<file path="config.mk">
export PLATFORM = sky130hd
export DESIGN_NAME = mutation_unit_flat
export DESIGN_NICKNAME = d
export VERILOG_FILES = /design/src/rtl/mutation_unit_if.sv /design/src/rtl/mutation_unit.sv /design/src/flat_wrapper.sv
export SDC_FILE = /design/constraint.sdc
export NUM_CORES = 1
export LEC_CHECK = 0
export ABC_AREA = 1
export CAP_MARGIN = 0
export CORE_MARGIN = 2
export CORE_UTILIZATION = 50
export DETAILED_ROUTE_END_ITERATION = 10
export MAX_ROUTING_LAYER = met4
export PLACE_DENSITY = 0.87
export SETUP_SLACK_MARGIN = 0.1
export SYNTH_ARGS = -nofsm -noshare
export SYNTH_HDL_FRONTEND = slang
export SYNTH_SLANG_ARGS = --single-unit
</file>
<file path="constraint.sdc">
create_clock -name clk -period 2.2 [get_ports clk]
set_clock_uncertainty 0.1 [all_clocks]
set_input_delay 0.44 -clock clk [delete_from_list [all_inputs] [get_ports clk]]
set_output_delay 0.44 -clock clk [all_outputs]
set_load 0.01 [all_outputs]
</file>
<file path="src/rtl/mutation_unit_if.sv">
// rtl/mutation_unit_if.sv - handshake and generator bundle for the mutation stage
//
// Signals:
//   rate       mutation threshold, sampled at accept
//   in_valid / in_ready / in_data      chromosome input handshake
//   random / rand_ce                   generator word and its clock-enable
//   out_valid / out_ready / out_data / mutations   result handshake
// Modports:
//   slave  - the mutation stage itself
//   master - the surrounding datapath (generator, producer, consumer)
interface mutation_unit_if #(
    parameter int Width           = 8,
    parameter int ChromosomeWidth = 16,
    parameter int RateWidth       = 8,
    parameter int CountWidth      = $clog2(ChromosomeWidth + 1)
);
    logic [RateWidth-1:0]       rate;
    logic                       in_valid;
    logic                       in_ready;
    logic [ChromosomeWidth-1:0] in_data;
    logic [Width-1:0]           random;
    logic                       rand_ce;
    logic                       out_valid;
    logic                       out_ready;
    logic [ChromosomeWidth-1:0] out_data;
    logic [CountWidth-1:0]      mutations;

    modport slave (
        input  rate, in_valid, in_data, random, out_ready,
        output in_ready, rand_ce, out_valid, out_data, mutations
    );

    modport master (
        output rate, in_valid, in_data, random, out_ready,
        input  in_ready, rand_ce, out_valid, out_data, mutations
    );
endinterface

</file>
<file path="src/rtl/mutation_unit.sv">
// rtl/mutation_unit.sv - bit-flip mutation stage driven by an external random word
//
// Ports:
//   clk  system clock, rising edge
//   rst  asynchronous active-high reset
//   bus  mutation_unit_if.slave: chromosome in, random word / rand_ce,
//        mutated chromosome and flip count out
//
// One chromosome is accepted in IDLE, its genes are walked one per cycle in
// MUTATE (one random word consumed per gene), and the result is held in DONE
// until the consumer takes it.
module mutation_unit #(
    parameter int Width           = 8,
    parameter int ChromosomeWidth = 16,
    parameter int RateWidth       = 8,
    parameter int CountWidth      = $clog2(ChromosomeWidth + 1)
) (
    input  logic            clk,
    input  logic            rst,
    mutation_unit_if.slave  bus
);
    localparam int IdxWidth = $clog2(ChromosomeWidth);
    localparam logic [IdxWidth-1:0] LastIdx = IdxWidth'(ChromosomeWidth - 1);

    if (ChromosomeWidth < 2) begin : g_bad_chromosome_width
        $error("mutation_unit: ChromosomeWidth must be at least 2");
    end
    if (RateWidth > Width) begin : g_bad_rate_width
        $error("mutation_unit: RateWidth must not exceed Width");
    end

    typedef enum logic [1:0] {
        IDLE,
        MUTATE,
        DONE
    } state_t;

    state_t                     state_q;
    state_t                     state_d;
    logic [ChromosomeWidth-1:0] work_q;
    logic [RateWidth-1:0]       rate_q;
    logic [IdxWidth-1:0]        idx_q;
    logic [CountWidth-1:0]      cnt_q;

    logic accept;
    logic flip;

    assign accept = (state_q == IDLE) && bus.in_valid;
    // Only the low RateWidth bits of the generator word take part in the compare.
    assign flip   = (bus.random[RateWidth-1:0] < rate_q);

    always_ff @(posedge clk or posedge rst) begin
        if (rst) begin
            state_q <= IDLE;
        end else begin
            state_q <= state_d;
        end
    end

    always_comb begin
        state_d       = state_q;
        bus.in_ready  = 1'b0;
        bus.rand_ce   = 1'b0;
        bus.out_valid = 1'b0;
        unique case (state_q)
            IDLE: begin
                bus.in_ready = 1'b1;
                if (bus.in_valid) begin
                    state_d = MUTATE;
                end
            end
            MUTATE: begin
                bus.rand_ce = 1'b1;
                if (idx_q == LastIdx) begin
                    state_d = DONE;
                end
            end
            DONE: begin
                bus.out_valid = 1'b1;
                if (bus.out_ready) begin
                    state_d = IDLE;
                end
            end
            default: begin
                state_d = IDLE;
            end
        endcase
    end

    // Datapath: rate is captured at accept so later changes cannot affect the
    // chromosome in flight. Result registers are left untouched after the
    // output handshake so out_data/mutations hold until the next accept.
    always_ff @(posedge clk or posedge rst) begin
        if (rst) begin
            work_q <= '0;
            rate_q <= '0;
            idx_q  <= '0;
            cnt_q  <= '0;
        end else if (accept) begin
            work_q <= bus.in_data;
            rate_q <= bus.rate;
            idx_q  <= '0;
            cnt_q  <= '0;
        end else if (state_q == MUTATE) begin
            if (flip) begin
                work_q[idx_q] <= ~work_q[idx_q];
                cnt_q         <= cnt_q + CountWidth'(1);
            end
            if (idx_q != LastIdx) begin
                idx_q <= idx_q + IdxWidth'(1);
            end
        end
    end

    assign bus.out_data  = work_q;
    assign bus.mutations = cnt_q;
endmodule

</file>
<file path="src/flat_wrapper.sv">
// flat-port wrapper written by rule: the top's interface ports become plain ports
module mutation_unit_flat 
#(
    parameter int Width           = 8,
    parameter int ChromosomeWidth = 16,
    parameter int RateWidth       = 8,
    parameter int CountWidth      = $clog2(ChromosomeWidth + 1)
)
  (clk, rst, bus_rate, bus_in_valid, bus_in_data, bus_random, bus_out_ready, bus_in_ready, bus_rand_ce, bus_out_valid, bus_out_data, bus_mutations);
  mutation_unit_if #(.Width(Width), .ChromosomeWidth(ChromosomeWidth), .RateWidth(RateWidth), .CountWidth(CountWidth)) bus_i ();
  input  logic clk;
  input  logic rst;
  input wire logic [$bits(bus_i.rate)-1:0] bus_rate;
  input wire logic [$bits(bus_i.in_valid)-1:0] bus_in_valid;
  input wire logic [$bits(bus_i.in_data)-1:0] bus_in_data;
  input wire logic [$bits(bus_i.random)-1:0] bus_random;
  input wire logic [$bits(bus_i.out_ready)-1:0] bus_out_ready;
  output wire logic [$bits(bus_i.in_ready)-1:0] bus_in_ready;
  output wire logic [$bits(bus_i.rand_ce)-1:0] bus_rand_ce;
  output wire logic [$bits(bus_i.out_valid)-1:0] bus_out_valid;
  output wire logic [$bits(bus_i.out_data)-1:0] bus_out_data;
  output wire logic [$bits(bus_i.mutations)-1:0] bus_mutations;
  assign bus_i.rate = bus_rate;
  assign bus_i.in_valid = bus_in_valid;
  assign bus_i.in_data = bus_in_data;
  assign bus_i.random = bus_random;
  assign bus_i.out_ready = bus_out_ready;
  assign bus_in_ready = bus_i.in_ready;
  assign bus_rand_ce = bus_i.rand_ce;
  assign bus_out_valid = bus_i.out_valid;
  assign bus_out_data = bus_i.out_data;
  assign bus_mutations = bus_i.mutations;
  mutation_unit #(.Width(Width), .ChromosomeWidth(ChromosomeWidth), .RateWidth(RateWidth), .CountWidth(CountWidth)) u_core (.clk(clk), .rst(rst), .bus(bus_i));
endmodule
</file>
==> run_results.csv <==
group,metric,value,unit
run_status,status,"finished clean",
critical_path,setup.worst_path.class,"flip-flop to output pin",
worst_hold_path,worstHoldPathType,"flip-flop to flip-flop",
power_and_ir_drop,p_per_area,1350,nW/um2
critical_path,start_kind,"flip-flop",
routing,drc,0,
clocking,clock-root-buffer,"clkbuf_8",
sta,setup_tns,0,ps
routing,wire_per_inst,12.2,um
sta,holdWs,427,ps
logic_synthesis,synth_cell_types,26,
global_routing,grt_pass1_vias,2327,
routing,met3_length,265,um
global_routing,grt_pass1_wl,9.89,mm
routing,via_per_inst,4.95,
placed_design,dpl_cell_area,3070,um2
sta,rsz0062_at_grt,"false",
logic_synthesis,synth.yosys.warnings,0,
cells_and_area,diodes,0,
floorplan,fp.dieH,73.2,um
floorplan,start_util,51.3,%
logic_synthesis,seq_area_frac_synth,36.6,%
routing,routed-wl-met2,2.91,mm
sta,setup_viol,0,
job,maxCapViolations,0,
placed_design,dp_cells,474,
power_and_ir_drop,p_leak,0.00168,uW
cells_and_area,final_common_cell,"nand2_1",
critical_path,cp-end-kind,"output pin",
logic_synthesis,ys_ff_latch,35,
logic_synthesis,synth_area_per_cell,6.65,um2
logic_synthesis,netlist.top_cell.by_area,"dfrtp_1",
logic_synthesis,synthCells,360,
clocking,cts_tree,"built",
clocking,clkLatencyLatePin,300,ps
clocking,ctsHoldBuffers,0,
routing,drtIter0Drc,105,
placed_design,place_hpwl,4.29,mm
routing,antenna_left,0,
floorplan,ioPinCount,60,
cells_and_area,final_area,3230,um2
floorplan,core,4660,um2
cells_and_area,drive_gt1_share,8.39,%
logic_synthesis,synth_area_leaders,"dfrtp_1 (37%), nand2_1 (18%), nand3_1 (9.0%)",
sta,timing_hold_violations_final,0,
floorplan,rows,25,
critical_path,critical_path_required,1660,ps
cells_and_area,area_growth,35.2,%
sta,slew-limit-headroom,68.3,%
sta,period_share,91.8,%
routing,m1WireLength,2.63,mm
clocking,post_cts_buffers,0,
logic_synthesis,synth_top_area_share,36.6,%
power_and_ir_drop,vdd_drop_max,587,uV
global_routing,overflow,0,
cells_and_area,final_cells,483,
routing,routed_wirelength,5.88,mm
critical_path,critPathMaxFanout,6,
clocking,cts_sinks,35,
clocking,cts_buffer_depth,2,
sta,fmax,0.495,GHz
routing,top_layer,"met4",
critical_path,critPathArrivalTime,1480,ps
routing,firstDrtPassIters,4,
clocking,htreeDepth,2,
global_routing,antenna_found_initial,0,
clocking,cts_buffers,5,
cells_and_area,final_cell_mix,"nand2_1 (116), clkdlybuf4s50_1 (58), inv_1 (53), nor2_1 (45), nand3_1 (43)",
sta,period_needed,2020,ps
sta,final_max_slew_viol_count,0,
clocking,clkSlewWorstSetupHoldPaths,70,ps
logic_synthesis,synth_area,2390,um2
placed_design,portBuffers,59,
routing,vias,2389,
placed_design,globalplace.congestion,0.951,
global_routing,grt_max_degree,36,
floorplan,dieWidth,73.2,um
sta,worstMarginPinSlew,476,ps
cells_and_area,nets,476,
global_routing,grt_usage,24.1,%
logic_synthesis,synth_fp_nets,408,
floorplan,die-area,5350,um2
-- stage by stage --
| step | setup WS (ps) | util [%] | power [uW] |
|---|---|---|---|
| 6_report | 179 | 69.4 | 4350 |
| 3_5_place_dp | -147 | 65.8 | 3640 |
| 3_3_place_gp | -72.0 | 65.8 | 3570 |
| 5_1_grt | 132 | 69.4 | 4720 |
| 2_1_floorplan | 355 | - | 2730 |
| 4_1_cts | 152 | 68.3 | 4270 |
-- repair_timing --
item	4_1_cts	5_1_grt
setup endpoints to repair	0	13
hold endpoints to repair	0	0
resized for setup	0	9
-- sequential cells by signal, summed over array words and instances (netlist names) --
name	count
u_core.rate_q	8
u_core.state_q	2
u_core.bus.out_data	16
u_core.idx_q	4
u_core.bus.mutations	5
-- worst paths after layout --
path | slack [ps] | depth (start not counted) | startpoint | to
worst max-delay path | 180 | 2 | u_core.state_q[1]$_DFFE_PP0P_ | bus_rand_ce
worst min-delay path | 430 | 2 | u_core.bus.mutations[4]$_DFFE_PP0P_ | u_core.bus.mutations[4]$_DFFE_PP0P_
worst max register to register | 310 | 9 | u_core.rate_q[7]$_DFFE_PP0P_ | u_core.bus.out_data[5]$_DFFE_PP0P_
worst min register to register | 430 | 2 | u_core.bus.mutations[4]$_DFFE_PP0P_ | u_core.bus.mutations[4]$_DFFE_PP0P_
max in group asynchronous | 1220 | 3 | rst | u_core.state_q[1]$_DFFE_PP0P_
min in group asynchronous | 440 | 3 | rst | u_core.bus.mutations[3]$_DFFE_PP0P_
-- where the power goes --
| part | leakage (uW) | switching [uW] | internal [uW] |
|---|---|---|---|
| Sequential | 0.000440 | 264 | 947 |
| Clock | 0.0000612 | 246 | 367 |
| Combinational | 0.00118 | 1420 | 1100 |
-- kinds of logic after synthesis --
| group | after synthesis | share of synthesized area (%) |
|---|---|---|
| xor gates and xnor gates | 2 | 0.732 |
| adders and majority gates | 12 | 6.28 |
| AOI/OAI and AO/OA | 18 | 3.98 |
| buffers and inverters | 74 | 12.9 |
| and+or+nand+nor | 219 | 39.5 |
| DFF | 35 | 36.6 |
-- worst max-delay path, stage by stage, from the launching register on --
cell and delay, ps:
dfrtp_2 460, nor2_8 170, clkdlybuf4s50_1 550
-- final cells by class --
cell class | count | area (um2)
fillers | 374 | 1430
inverters | 64 | 240
well taps | 54 | 67.6
clock buffers | 6 | 82.6
repair buffers | 71 | 691
clock inverters | 2 | 35.0
flip-flops and latches | 35 | 877
multi-input cells | 251 | 1240
-- cells in the mapped netlist, drive strengths merged --
cell type,number
clkbuf,6
inv,56
o21ai,14
nor2,47
nor3,5
nand3b,1
clkinv,8
nand2,118
a221oi,1
nor4,1
dfrtp,35
a31oi,1
xor2,2
buf,4
a21oi,2
nand3,47
ha,12
-- routing by layer --
| metal | track usage (%) | vias to the layer above |
|---|---|---|
| li1 | - | 1231 |
| met1 | 30.0 | 1084 |
| met2 | 39.9 | 66 |
| met3 | 4.28 | 8 |
| met4 | 7.00 | 0 |
| met5 | - | - |
(Power assumes the default switching activity.)
